<file path="src/rtl/stack_counter_reg_pkg.sv">
// Shared definitions for the counter register: register-op priority encoding
// and stack sizing helpers.
package stack_counter_reg_pkg;

   // Register-update sources, encoded lowest to highest priority
   typedef enum logic [2:0] {
      OP_HOLD  = 3'd0,
      OP_CLEAR = 3'd1,
      OP_DEC   = 3'd2,
      OP_INC   = 3'd3,
      OP_LOAD  = 3'd4,
      OP_POP   = 3'd5
   } reg_op_e;

   function automatic int stk_cnt_w(input int depth);
      return $clog2(depth + 1);
   endfunction

   function automatic int stk_idx_w(input int depth);
      return (depth > 1) ? $clog2(depth) : 1;
   endfunction

endpackage

</file>
<file path="src/rtl/stack_counter_reg_lifo_stack.sv">
// WIDTH x DEPTH LIFO with entry count. The caller guarantees push/pop/xchg are
// only asserted when legal and are mutually exclusive.
module lifo_stack
   import stack_counter_reg_pkg::*;
#(
   parameter int WIDTH = 8,
   parameter int DEPTH = 4
) (
   input  logic                          clk,
   input  logic                          rst,
   input  logic                          i_push,
   input  logic                          i_pop,
   input  logic                          i_xchg,
   input  logic [WIDTH-1:0]              i_wdata,
   output logic [WIDTH-1:0]              o_top,
   output logic [stk_cnt_w(DEPTH)-1:0]   o_count,
   output logic                          o_full,
   output logic                          o_empty
);

   localparam int CW = stk_cnt_w(DEPTH);
   localparam int AW = stk_idx_w(DEPTH);

   logic [WIDTH-1:0] r_mem [DEPTH];
   logic [CW-1:0]    r_count;
   logic [CW-1:0]    w_top_cnt;
   logic [AW-1:0]    w_wr_idx;
   logic [AW-1:0]    w_top_idx;

   assign w_top_cnt = r_count - CW'(1);
   assign w_wr_idx  = AW'(r_count);
   assign w_top_idx = AW'(w_top_cnt);

   // Storage is never cleared; a reset only forgets the entries via the count
   always_ff @(posedge clk) begin
      if (!rst && i_push)
         r_mem[w_wr_idx] <= i_wdata;
      else if (!rst && i_xchg)
         r_mem[w_top_idx] <= i_wdata;
   end

   always_ff @(posedge clk) begin
      if (rst)
         r_count <= '0;
      else if (i_push)
         r_count <= r_count + CW'(1);
      else if (i_pop)
         r_count <= w_top_cnt;
   end

   assign o_top   = r_mem[w_top_idx];
   assign o_count = r_count;
   assign o_full  = (r_count == CW'(DEPTH));
   assign o_empty = (r_count == '0);

endmodule

</file>
<file path="src/rtl/stack_counter_reg.sv">
// Load/step/clear counter register with wrap or saturate arithmetic and a
// save/restore LIFO for call/return style use.
module stack_counter_reg
   import stack_counter_reg_pkg::*;
#(
   parameter int               WIDTH     = 8,
   parameter int               DEPTH     = 4,
   parameter int               STEP      = 1,
   parameter int               SATURATE  = 0,
   parameter logic [WIDTH-1:0] RESET_VAL = '0
) (
   input  logic                          clk,
   input  logic                          rst,
   input  logic                          load,
   input  logic                          inc,
   input  logic                          dec,
   input  logic                          clear,
   input  logic                          push,
   input  logic                          pop,
   input  logic [WIDTH-1:0]              regInput,
   output logic [WIDTH-1:0]              regOutput,
   output logic [stk_cnt_w(DEPTH)-1:0]   stkCount,
   output logic                          stkFull,
   output logic                          stkEmpty,
   output logic                          carry,
   output logic                          err
);

   localparam logic [WIDTH:0] STEP_X = (WIDTH+1)'(STEP);

   logic [WIDTH-1:0] r_reg;
   logic             r_carry;
   logic             r_err;

   logic             w_full, w_empty;
   logic [WIDTH-1:0] w_top;
   logic             w_push_en, w_pop_en, w_xchg_en, w_err_set;
   logic [WIDTH:0]   w_sum, w_diff;
   logic [WIDTH-1:0] w_inc_val, w_dec_val, w_reg_nxt;
   logic             w_inc_cy, w_dec_cy, w_carry_nxt;
   reg_op_e          w_op;

   // push+pop on an empty stack degrades to a plain push (flagged as an error)
   assign w_push_en = push && ((!pop && !w_full) || (pop && w_empty));
   assign w_pop_en  = pop && !push && !w_empty;
   assign w_xchg_en = push && pop && !w_empty;
   assign w_err_set = (push && !pop && w_full) || (pop && w_empty);

   lifo_stack #(
      .WIDTH (WIDTH),
      .DEPTH (DEPTH)
   ) u_lifo (
      .clk     (clk),
      .rst     (rst),
      .i_push  (w_push_en),
      .i_pop   (w_pop_en),
      .i_xchg  (w_xchg_en),
      .i_wdata (r_reg),
      .o_top   (w_top),
      .o_count (stkCount),
      .o_full  (w_full),
      .o_empty (w_empty)
   );

   assign w_sum  = {1'b0, r_reg} + STEP_X;
   assign w_diff = {1'b0, r_reg} - STEP_X;

   always_comb begin
      w_inc_cy  = w_sum[WIDTH];
      w_dec_cy  = w_diff[WIDTH];
      w_inc_val = w_sum[WIDTH-1:0];
      w_dec_val = w_diff[WIDTH-1:0];
      if (SATURATE != 0) begin
         if (w_inc_cy) w_inc_val = '1;
         if (w_dec_cy) w_dec_val = '0;
      end
   end

   always_comb begin
      w_op = OP_HOLD;
      if (w_pop_en || w_xchg_en) w_op = OP_POP;
      else if (load)             w_op = OP_LOAD;
      else if (inc)              w_op = OP_INC;
      else if (dec)              w_op = OP_DEC;
      else if (clear)            w_op = OP_CLEAR;
   end

   always_comb begin
      w_reg_nxt   = r_reg;
      w_carry_nxt = 1'b0;
      case (w_op)
         OP_POP:   w_reg_nxt = w_top;
         OP_LOAD:  w_reg_nxt = regInput;
         OP_INC:   begin w_reg_nxt = w_inc_val; w_carry_nxt = w_inc_cy; end
         OP_DEC:   begin w_reg_nxt = w_dec_val; w_carry_nxt = w_dec_cy; end
         OP_CLEAR: w_reg_nxt = '0;
         default:  w_reg_nxt = r_reg;
      endcase
   end

   always_ff @(posedge clk) begin
      if (rst) begin
         r_reg   <= RESET_VAL;
         r_carry <= 1'b0;
         r_err   <= 1'b0;
      end else begin
         r_reg   <= w_reg_nxt;
         r_carry <= w_carry_nxt;
         if (w_err_set)  r_err <= 1'b1;
         else if (clear) r_err <= 1'b0;
      end
   end

   assign regOutput = r_reg;
   assign stkFull   = w_full;
   assign stkEmpty  = w_empty;
   assign carry     = r_carry;
   assign err       = r_err;

endmodule
</file>
<file path="config.mk">
export PLATFORM = sky130hd
export DESIGN_NAME = stack_counter_reg
export DESIGN_NICKNAME = d
export VERILOG_FILES = /design/src/rtl/stack_counter_reg_pkg.sv /design/src/rtl/stack_counter_reg_lifo_stack.sv /design/src/rtl/stack_counter_reg.sv
export SDC_FILE = /design/constraint.sdc
export NUM_CORES = 1
export LEC_CHECK = 0
export ABC_AREA = 1
export BUFFER_PORTS_ARGS = -buffer_cell sky130_fd_sc_hd__clkbuf_2
export CAP_MARGIN = 0
export CORE_MARGIN = 1.5
export CORE_UTILIZATION = 30
export CTS_CLUSTER_SIZE = 12
export DETAILED_ROUTE_END_ITERATION = 10
export PLACE_DENSITY = 0.57
export SETUP_SLACK_MARGIN = 0.2
export SLEW_MARGIN = 10
export SYNTH_ARGS = -nofsm -noshare
export SYNTH_HDL_FRONTEND = slang
export SYNTH_SLANG_ARGS = --single-unit
</file>
<file path="constraint.sdc">
create_clock -name clk -period 2.7 [get_ports clk]
set_clock_uncertainty 0.1 [all_clocks]
set_input_delay 0.27 -clock clk [delete_from_list [all_inputs] [get_ports clk]]
set_output_delay 0.27 -clock clk [all_outputs]
set_load 0.005 [all_outputs]
</file>
==> results.yml <==
global_route:
  number_of_global_route_vias_before_repair: 1970
  groute.usage.overall: 0.142
  grt_pass1_wl_mm: 9.74
  grt_max_degree: 22
  grt_overflow_total: 0
  initial_antenna_violation_count: 0
timing:
  setup_slack_ns: 0.341
  tightestPinTransition_ns: 0.587
  clock.fmax_mhz: 424
  min_period_over_period: 0.874
  timing.max_slew.rel_slack: 0.608
  grt_setup_unrepaired: "true"
  fin_setup_tns_ns: 0
  timing_hold_violations_final: 0
  drv_slew: 0
  setup-violations-final: 0
  post-route-min-period_ns: 2.36
route:
  drt_first_pass_iters: 5
  wirelength_mm: 5.94
  drtIter0Drc: 82
  vias: 2045
  remaining_drc_errors: 0
  route.detailed.vias_per_inst: 4.76
  drtAntennaViolNets: 0
  wl_per_cell_um: 13.8
worst_setup_path:
  critical_path.startpoint_type: "register"
  timing.critical_path.max_delay_family: "simple AND/OR/NAND/NOR gates"
  path_max_fanout: 8
  cp_num_buf_inv: 2
  crit_arrival_ns: 2.24
  critical_path_type: "register to register"
  setup.worst_path.end: "u_lifo.r_mem[3][2]"
  timing.critical_path.slowest_stage_cell: "sky130_fd_sc_hd__dfxtp_2"
  critical_path.cell_chain: "inv_1, ha_1, ha_1, inv_2, nand2_4, nor3_4, nand2_4, xor2_2, nand2b_4, nor2_4"
  required_ns: 2.58
  timing.critical_path.to_type: "register"
  worst-r2r-cell-count: 10
  timing.reg2reg.setup_slack_ns: 0.34
  timing.critical_path.depth: 10
  timing.critical_path.from: "u_lifo.o_count[1]"
  regToRegStartpoint: "u_lifo.o_count[1]"
  worst_path_largest_cell_delay_ns: 0.37
  reg2reg_end: "u_lifo.r_mem[3][2]"
layout:
  drive_gt1_frac: 0.212
  antenna_cells_inserted: 0
  layout.cells.most_common: "sky130_fd_sc_hd__nand2_1"
  final-seq-area_um2: 1220
  nFillCells: 823
  mostFrequentLayoutCells: "sky130_fd_sc_hd__nand2_1, sky130_fd_sc_hd__nor2_1, sky130_fd_sc_hd__edfxtp_1"
  multiInputGateArea_um2: 1130
  finalNetCount: 346
  syn_to_final_growth_pct: 14.8
power_and_ir_drop:
  combPwrFrac: 0.351
  ir_drop_uv: 212
  proportion_of_power_drawn_by_flip_flops_and_latches: 0.459
  clockPowerShare: 0.190
  powerDensity_nw_per_um2: 728
  net-switching-power_mw: 0.796
  intPower_mw: 1.29
  power.leakage_nw: 1.18
  power_switching_share: 0.382
synthesis:
  yosysWarnings: 0
  synthesis.instances: 293
  netlist.top_cell.by_area: "sky130_fd_sc_hd__edfxtp_1"
  mappedNetlistNets: 315
  synth_sequential_area_ratio: 0.489
  synth.area.top_cells: "sky130_fd_sc_hd__edfxtp_1, sky130_fd_sc_hd__dfxtp_1, sky130_fd_sc_hd__nand2_1"
  number_of_distinct_library_cell_variants_in_the_gate_level_netlist_after_synthesis: 31
  netlist_area_um2: 2490
  count_of_flip_flops_with_a_built_in_enable_after_synthesis: 32
  postSynth.topFlopCell: "sky130_fd_sc_hd__edfxtp_1"
  asyncSetResetFlopFracSynth: 0
  synth_top_cell_area_share: 0.385
  synth-seq-cells: 45
  postSynthAreaPerCell_um2: 8.51
placed_design:
  port_buffers: 30
  place_congestion: 0.878
  dp.final_hpwl_mm: 4.57
  dpl_worst_slack_ns: 0.178
die:
  floorplan.initialDensity: 0.307
  die_h_um: 94.2
  pin_count: 31
  die_width_um: 94.2
  placement_rows: 33
  die-area_um2: 8870
  core_area_um2: 8130
job:
  reported_max_cap_violation_count: 0
status:
  run_status: "finished clean"
clock_tree:
  cts.repair_timing.setup_buffer_count: 0
  cts.path.max_buffers: 2
  clock-sinks: 45
  cts_h_tree_lvls: 2
  clk_pin_slew_worst_paths_ns: 0.08
  cts_tree: "built"
  worstSkewPairLatency_ns: 0.29
  cts_made_buffers: 5
  cts.root.buffer_cell: "sky130_fd_sc_hd__clkbuf_8"
worst_hold_path:
  timing.hold.worst.class: "primary input to register"
registers in the layout (all words and copies together) (netlist names):
name and count:
carry 1, err 1, regOutput 8, u_lifo.o_count 3
u_lifo.r_mem 32
worst min-delay path, cell delays in order:
cell and delay (ns):
sky130_fd_sc_hd__clkbuf_2 0.09, sky130_fd_sc_hd__nand3_1 0.07, sky130_fd_sc_hd__a31oi_1 0.08
repair_timing:
| action | in CTS | in global routing |
|---|---|---|
| pin swaps | 0 | 2 |
| gates resized for setup | 0 | 8 |
| hold endpoints to repair | 0 | 0 |
| hold buffers | 0 | 0 |
| setup endpoints to repair | 16 | 32 |
worst min path at each step:
stage,start,to,slack [ns],cells after the start
detailed placement,u_lifo.o_count[1],u_lifo.o_count[1],0.40,2
global route,push,err,0.19,3
global placement,err,err,0.38,2
CTS,push,err,0.19,3
floorplan,pop,err,0.34,2
finish,push,err,0.19,3
layout make-up:
type,instances,share of cell area
Clock buffer,7,0.0266
Timing Repair Buffer,32,0.0577
Inverter,36,0.0472
Tap cell,105,0.0459
Clock inverter,1,0.00262
Sequential cell,45,0.427
Multi-Input combinational cell,204,0.393
cell families (layout without fill, tap and decap cells):
group / Yosys count / after routing / share of synthesized area
DFF: 45 / 45 / 0.489
buffers and inverters: 44 / 76 / 0.0732
xor gates and xnor gates: 4 / 4 / 0.0171
and+or+nand+nor: 136 / 136 / 0.259
AOI/OAI and AO/OA: 58 / 58 / 0.131
adders and majority gates: 6 / 6 / 0.0301
power groups by stage:
stage          logic, mW  registers (mW)  clock network, mW
3_5_place_dp       0.715           0.973                  0
5_1_grt            0.827           0.976              0.434
6_report           0.733           0.957              0.395
3_3_place_gp       0.713           0.968                  0
4_1_cts            0.721           0.957              0.409
2_1_floorplan      0.528           0.926                  0
cell usage after synthesis, types with 2 or more instances:
cell type                  instances
sky130_fd_sc_hd__nor2_4            2
sky130_fd_sc_hd__xor2_1            3
sky130_fd_sc_hd__inv_2             7
sky130_fd_sc_hd__ha_1              6
sky130_fd_sc_hd__o21ai_0          27
sky130_fd_sc_hd__nor2_2            5
sky130_fd_sc_hd__nand2_4           3
sky130_fd_sc_hd__nand3_1          25
sky130_fd_sc_hd__o221ai_1          2
sky130_fd_sc_hd__nand2_1          50
sky130_fd_sc_hd__a21oi_1          15
sky130_fd_sc_hd__o21ai_1           4
sky130_fd_sc_hd__dfxtp_1          13
sky130_fd_sc_hd__buf_4             3
sky130_fd_sc_hd__inv_1            29
sky130_fd_sc_hd__buf_2             5
sky130_fd_sc_hd__o21ai_2           2
sky130_fd_sc_hd__a31oi_1           2
sky130_fd_sc_hd__nor2_1           42
sky130_fd_sc_hd__o22ai_1           3
sky130_fd_sc_hd__nand4_1           4
sky130_fd_sc_hd__edfxtp_1         32
through the flow:
stage | cells | instance area, um^2 | hold WS (ns) | total power [mW] | utilization
floorplan | 293 | 2500 | 0.340 | 1.45 | -
global placement | 422 | 2750 | 0.380 | 1.68 | 0.338
detailed placement | 422 | 2750 | 0.403 | 1.69 | 0.338
CTS | 430 | 2830 | 0.192 | 2.09 | 0.348
global route | 430 | 2860 | 0.191 | 2.24 | 0.352
finish | 430 | 2860 | 0.186 | 2.09 | 0.352
per-layer routing:
| layer | global-route usage | vias to the layer above | share of wire | wire (um) |
|---|---|---|---|---|
| li1 | - | 1048 | - | - |
| met1 | 0.188 | 957 | 0.47 | 2770 |
| met2 | 0.238 | 34 | 0.49 | 2940 |
| met3 | 0.0178 | 6 | 0.026 | 153 |
| met4 | 0.0485 | 0 | 0.013 | 80 |
| met5 | 0 | - | 0 | 0 |
No activity file was read; power rests on OpenSTA's default activity.
